$ cat src/rtl/distortion_sched.sv
// distortion_sched: round-robin scheduler sharing one distortion core between channels A and B.
// Optional DISTORTION_SCHED_BYPASS_EN adds input byp, which returns the request data instead of core_out.
module distortion_sched #(
  parameter int WIDTH = 8,
  parameter int LAT   = 2
) (
  input  logic             clk,
  input  logic             rst,
`ifdef DISTORTION_SCHED_BYPASS_EN
  input  logic             byp,
`endif
  input  logic             req_a_valid,
  input  logic             req_b_valid,
  input  logic [WIDTH-1:0] req_a_data,
  input  logic [WIDTH-1:0] req_b_data,
  output logic             req_a_ready,
  output logic             req_b_ready,
  output logic [WIDTH-1:0] core_in,
  input  logic [WIDTH-1:0] core_out,
  output logic             res_a_valid,
  output logic             res_b_valid,
  output logic [WIDTH-1:0] res_a_data,
  output logic [WIDTH-1:0] res_b_data,
  input  logic             res_a_ready,
  input  logic             res_b_ready
);
  logic busy_a, busy_b, last_b;
  logic elig_a, elig_b, gnt_a, gnt_b, cap_a, cap_b;
  logic [LAT:0] tag_v, tag_c;
  logic [WIDTH-1:0] res_val;
  assign elig_a = req_a_valid & ~busy_a;
  assign elig_b = req_b_valid & ~busy_b;
  // last_b set means B won the previous accept, so A takes the next contention
  assign gnt_a = ~rst & elig_a & (~elig_b | last_b);
  assign gnt_b = ~rst & elig_b & (~elig_a | ~last_b);
  assign req_a_ready = gnt_a;
  assign req_b_ready = gnt_b;
  assign cap_a = tag_v[LAT] & ~tag_c[LAT];
  assign cap_b = tag_v[LAT] & tag_c[LAT];
`ifdef DISTORTION_SCHED_BYPASS_EN
  logic [LAT:0] tag_byp;
  logic [WIDTH-1:0] tag_data [LAT+1];
  assign res_val = tag_byp[LAT] ? tag_data[LAT] : core_out;
  always_ff @(posedge clk or posedge rst) begin
    if (rst) begin
      tag_byp <= '0;
      for (int i = 0; i <= LAT; i++) tag_data[i] <= '0;
    end else begin
      tag_byp <= {tag_byp[LAT-1:0], byp};
      tag_data[0] <= gnt_a ? req_a_data : req_b_data;
      for (int i = 1; i <= LAT; i++) tag_data[i] <= tag_data[i-1];
    end
  end
`else
  assign res_val = core_out;
`endif
  always_ff @(posedge clk or posedge rst) begin
    if (rst) begin
      busy_a      <= 1'b0;
      busy_b      <= 1'b0;
      last_b      <= 1'b1;
      tag_v       <= '0;
      tag_c       <= '0;
      core_in     <= '0;
      res_a_valid <= 1'b0;
      res_b_valid <= 1'b0;
      res_a_data  <= '0;
      res_b_data  <= '0;
    end else begin
      busy_a      <= gnt_a ? 1'b1 : (res_a_valid & res_a_ready) ? 1'b0 : busy_a;
      busy_b      <= gnt_b ? 1'b1 : (res_b_valid & res_b_ready) ? 1'b0 : busy_b;
      last_b      <= (gnt_a | gnt_b) ? gnt_b : last_b;
      tag_v       <= {tag_v[LAT-1:0], gnt_a | gnt_b};
      tag_c       <= {tag_c[LAT-1:0], gnt_b};
      core_in     <= gnt_a ? req_a_data : gnt_b ? req_b_data : '0;
      res_a_valid <= cap_a ? 1'b1 : res_a_ready ? 1'b0 : res_a_valid;
      res_b_valid <= cap_b ? 1'b1 : res_b_ready ? 1'b0 : res_b_valid;
      res_a_data  <= cap_a ? res_val : res_a_data;
      res_b_data  <= cap_b ? res_val : res_b_data;
    end
  end
endmodule

$ cat config.mk
export PLATFORM = sky130hd
export DESIGN_NAME = distortion_sched
export DESIGN_NICKNAME = d
export VERILOG_FILES = /design/src/rtl/distortion_sched.sv
export SDC_FILE = /design/constraint.sdc
export NUM_CORES = 1
export LEC_CHECK = 0
export BUFFER_PORTS_ARGS = -buffer_cell sky130_fd_sc_hd__buf_2
export CORE_UTILIZATION = 30
export DETAILED_ROUTE_END_ITERATION = 10
export GPL_TIMING_DRIVEN = 1
export SYNTH_ARGS = -nofsm -noshare
export SYNTH_HDL_FRONTEND = slang
export SYNTH_SLANG_ARGS = --single-unit
$ cat constraint.sdc
create_clock -name clk -period 2.3 [get_ports clk]
set_clock_uncertainty 0.2 [all_clocks]
set_input_delay 0.23 -clock clk [delete_from_list [all_inputs] [get_ports clk]]
set_output_delay 0.23 -clock clk [all_outputs]
set_load 0.01 [all_outputs]
==> impl_metrics.tcl <==
set metrics [dict create \
    synthMuxAreaShare 0.142 \
    antenna_found_initial 0 \
    crit_family "buffers and inverters" \
    drt_first_pass_iters 4 \
    dr_wl_met2_um 1410 \
    finalCritPeriodShare 0.927 \
    synth_cell_types 17 \
    dp_cells 188 \
    hold_viol 0 \
    synth-seq-area-share 0.689 \
    cpPeakStageDelay_ns 0.56 \
    drt_wl_total_um 2830 \
    yosys.area_share.simple 0.0295 \
    synth_fp_nets 110 \
    period_needed_ns 2.13 \
    peakVddDrop_v 0.000475 \
    drive_gt1_frac 0.500 \
    clock_insertion_delay_worst_skew_ns 0.28 \
    grt_max_degree 36 \
    crit_path_start_kind "primary input" \
    nNetsFinal 201 \
    drtIter0Drc 14 \
    drt-met1-wl_um 1110 \
    rows 23 \
    p_leak_nw 1.04 \
    instances_no_fill 222 \
    cp_data_required_time_ns 2.31 \
    dieArea_um2 4510 \
    synth_compound_area_frac 0.120 \
    cp_num_buf_inv 4 \
    clock_sinks 35 \
    holdPathStages 3 \
    ys_ff_latch 35 \
    critPathKind "in -> reg" \
    top_layer_used "met4" \
    start_util 0.316 \
    grt_first_pass_wirelength_um 4530 \
    cts-htree-levels 2 \
    gp_congestion 0.664 \
    seqCellArea_um2 877 \
    slowest_stage "dlygate4sd3_1" \
    synth_top_family_by_area "multiplexers" \
    relSlewSlack 0.719 \
    multi_input_area_um2 370 \
    rsz0062_at_grt "false" \
    r2r_slack_ns 0.23 \
    p_per_area_nw_per_um2 1070 \
    portBuffers 57 \
    status "finished, final reports clean" \
    cts_buffers 5 \
    cp.arrival_ns 2.15 \
    vias 996 \
    root_buffer "clkbuf_8" \
    die_h_um 67.1 \
    grt-ovfl-total 0 \
    finalSetupTns_ns 0 \
    post_cts_buffers 0 \
    cp.depth 6 \
    synth_xor_area_frac 0 \
    syn_area_um2 1270 \
    dr_wl_met3_um 289 \
    drcViolationCount 0 \
    setup_viol 0 \
    antenna_cells_inserted 0 \
    crit_top_cell "dlygate4sd3_1" \
    yosysWarnings 0 \
    cts_tree "built" \
    reg2reg_to "core_in[2]$_DFF_PP0_" \
    end_kind "flop" \
    cts_resized 0 \
    num_io_pins 58 \
    avgSynthCellArea_um2 15.9 \
    r2r-start "busy_b$_DFFE_PP0P_" \
    r2r_cells 4 \
    worstMarginPinSlew_ns 0.422 \
    hold-path-endpoint "res_a_valid$_DFFE_PP0P_" \
    die_w_um 67.1 \
    core_um2 4030 \
    cts.clk_slew.worst_paths_ns 0.07 \
    track_usage 0.142 \
    cp_cell_sequence "dlygate4sd3_1, buf_2, inv_1, o2111a_1, a22o_1, dlygate4sd3_1" \
    clk_path_buf_depth 2 \
    hold_path.class "in -> reg" \
    postSynthCellCount 80 \
    via_per_inst 4.49 \
    hold_start "res_a_ready" \
    n_fill_cell 359 \
    wire_per_inst_um 12.7 \
    maxCapViolations 0 \
    grt_pass1_vias 997 \
    path_max_fanout 10 \
    dp_hpwl_um 1860 \
    area_growth_pct 58.0 \
    yosys.area_share.adder 0 \
    drv_slew 0 \
    clock.fmax_mhz 469 \
    final_antenna_net_count 0 \
]
[synthesized netlist by cell type, drive strengths merged]
library cell	number	area [um2]
a21o	3	22.5
a21oi	1	5.00
a22o	8	70.1
a311oi	1	26.3
buf	2	10.0
dfrtp	34	851
dfstp	1	26.3
inv	4	15.0
mux2	16	180
nand2	3	11.3
nand2b	2	20.0
nor2b	1	6.26
o2111a	1	11.3
o21ai	2	10.0
o31ai	1	7.51
[worst min-delay path: stages]
cell and delay (ns):
buf_2 0.11, inv_1 0.05, a21o_1 0.09
[area by class of cell]
type	instances	area share
multi-input combinational	39	0.184
clock buffer	6	0.0411
tap	50	0.0311
inverter	4	0.00747
sequential	35	0.436
clock inverter	2	0.0174
timing repair buffer	86	0.283
[cells by family after synthesis]
| logic type | after synthesis |
|---|---|
| AO/OA/AOI/OAI | 17 |
| buffers and inverters | 6 |
| flip-flops | 35 |
| multiplexers | 16 |
| AND/OR/NAND/NOR | 6 |
[power breakdown]
group | internal [mW] | switching (mW) | total (mW)
Combinational | 0.365 | 0.298 | 0.663
Sequential | 0.838 | 0.102 | 0.940
Clock | 0.350 | 0.206 | 0.556
[stage by stage]
step | power [mW] | hold WS (ns) | area [um2] | setup slack (ns) | util
6_report | 2.16 | 0.0316 | 2010 | 0.167 | 0.499
5_1_grt | 2.30 | 0.0347 | 2010 | 0.0682 | 0.499
3_3_place_gp | 1.53 | 0.131 | 1630 | 0.724 | 0.405
4_1_cts | 2.19 | 0.00126 | 2000 | 0.193 | 0.497
3_5_place_dp | 1.57 | 0.136 | 1630 | 0.687 | 0.405
2_1_floorplan | 1.30 | 0.0925 | 1270 | 0.401 | -
[layer usage]
| layer | global-route usage | vias to the layer above |
|---|---|---|
| li1 | - | 465 |
| met1 | 0.150 | 476 |
| met2 | 0.243 | 53 |
| met3 | 0.0685 | 2 |
| met4 | 0.0559 | 0 |
| met5 | 0 | - |
[flip-flops by register name, summed over array words and instances, names as in the netlist]
register	flops
res_a_data	8
res_b_data	8
core_in	8
res_a_valid	1
tag_v	3
busy_b	1
tag_c	3
last_b	1
busy_a	1
res_b_valid	1
[cell usage in the layout (no fill, tap or decap), drive strengths merged]
cell type,n
a311oi,1
mux2,16
dfstp,1
clkbuf,6
clkinv,1
a22o,8
o21ai,2
dlygate4sd3,26
o31ai,1
nand2,3
a21oi,1
a21o,3
inv,4
o2111a,1
nand2b,2
buf,60
nor2b,1
bufinv,1
dfrtp,34
[worst max path at each step]
stage	endpoint	from
2_1_floorplan	req_a_ready	rst
3_3_place_gp	res_a_data[5]$_DFFE_PP0P_	tag_c[2]$_DFF_PP0_
3_5_place_dp	res_a_data[6]$_DFFE_PP0P_	tag_c[2]$_DFF_PP0_
4_1_cts	core_in[2]$_DFF_PP0_	rst
5_1_grt	core_in[2]$_DFF_PP0_	rst
6_report	core_in[2]$_DFF_PP0_	rst
[repair_timing]
| action | 4_1_cts | 5_1_grt |
|---|---|---|
| endpoints found under the hold margin | 54 | 2 |
| endpoints found under the setup margin | 0 | 0 |
| hold buffers | 25 | 1 |
Power figures use the tool's default switching activity.
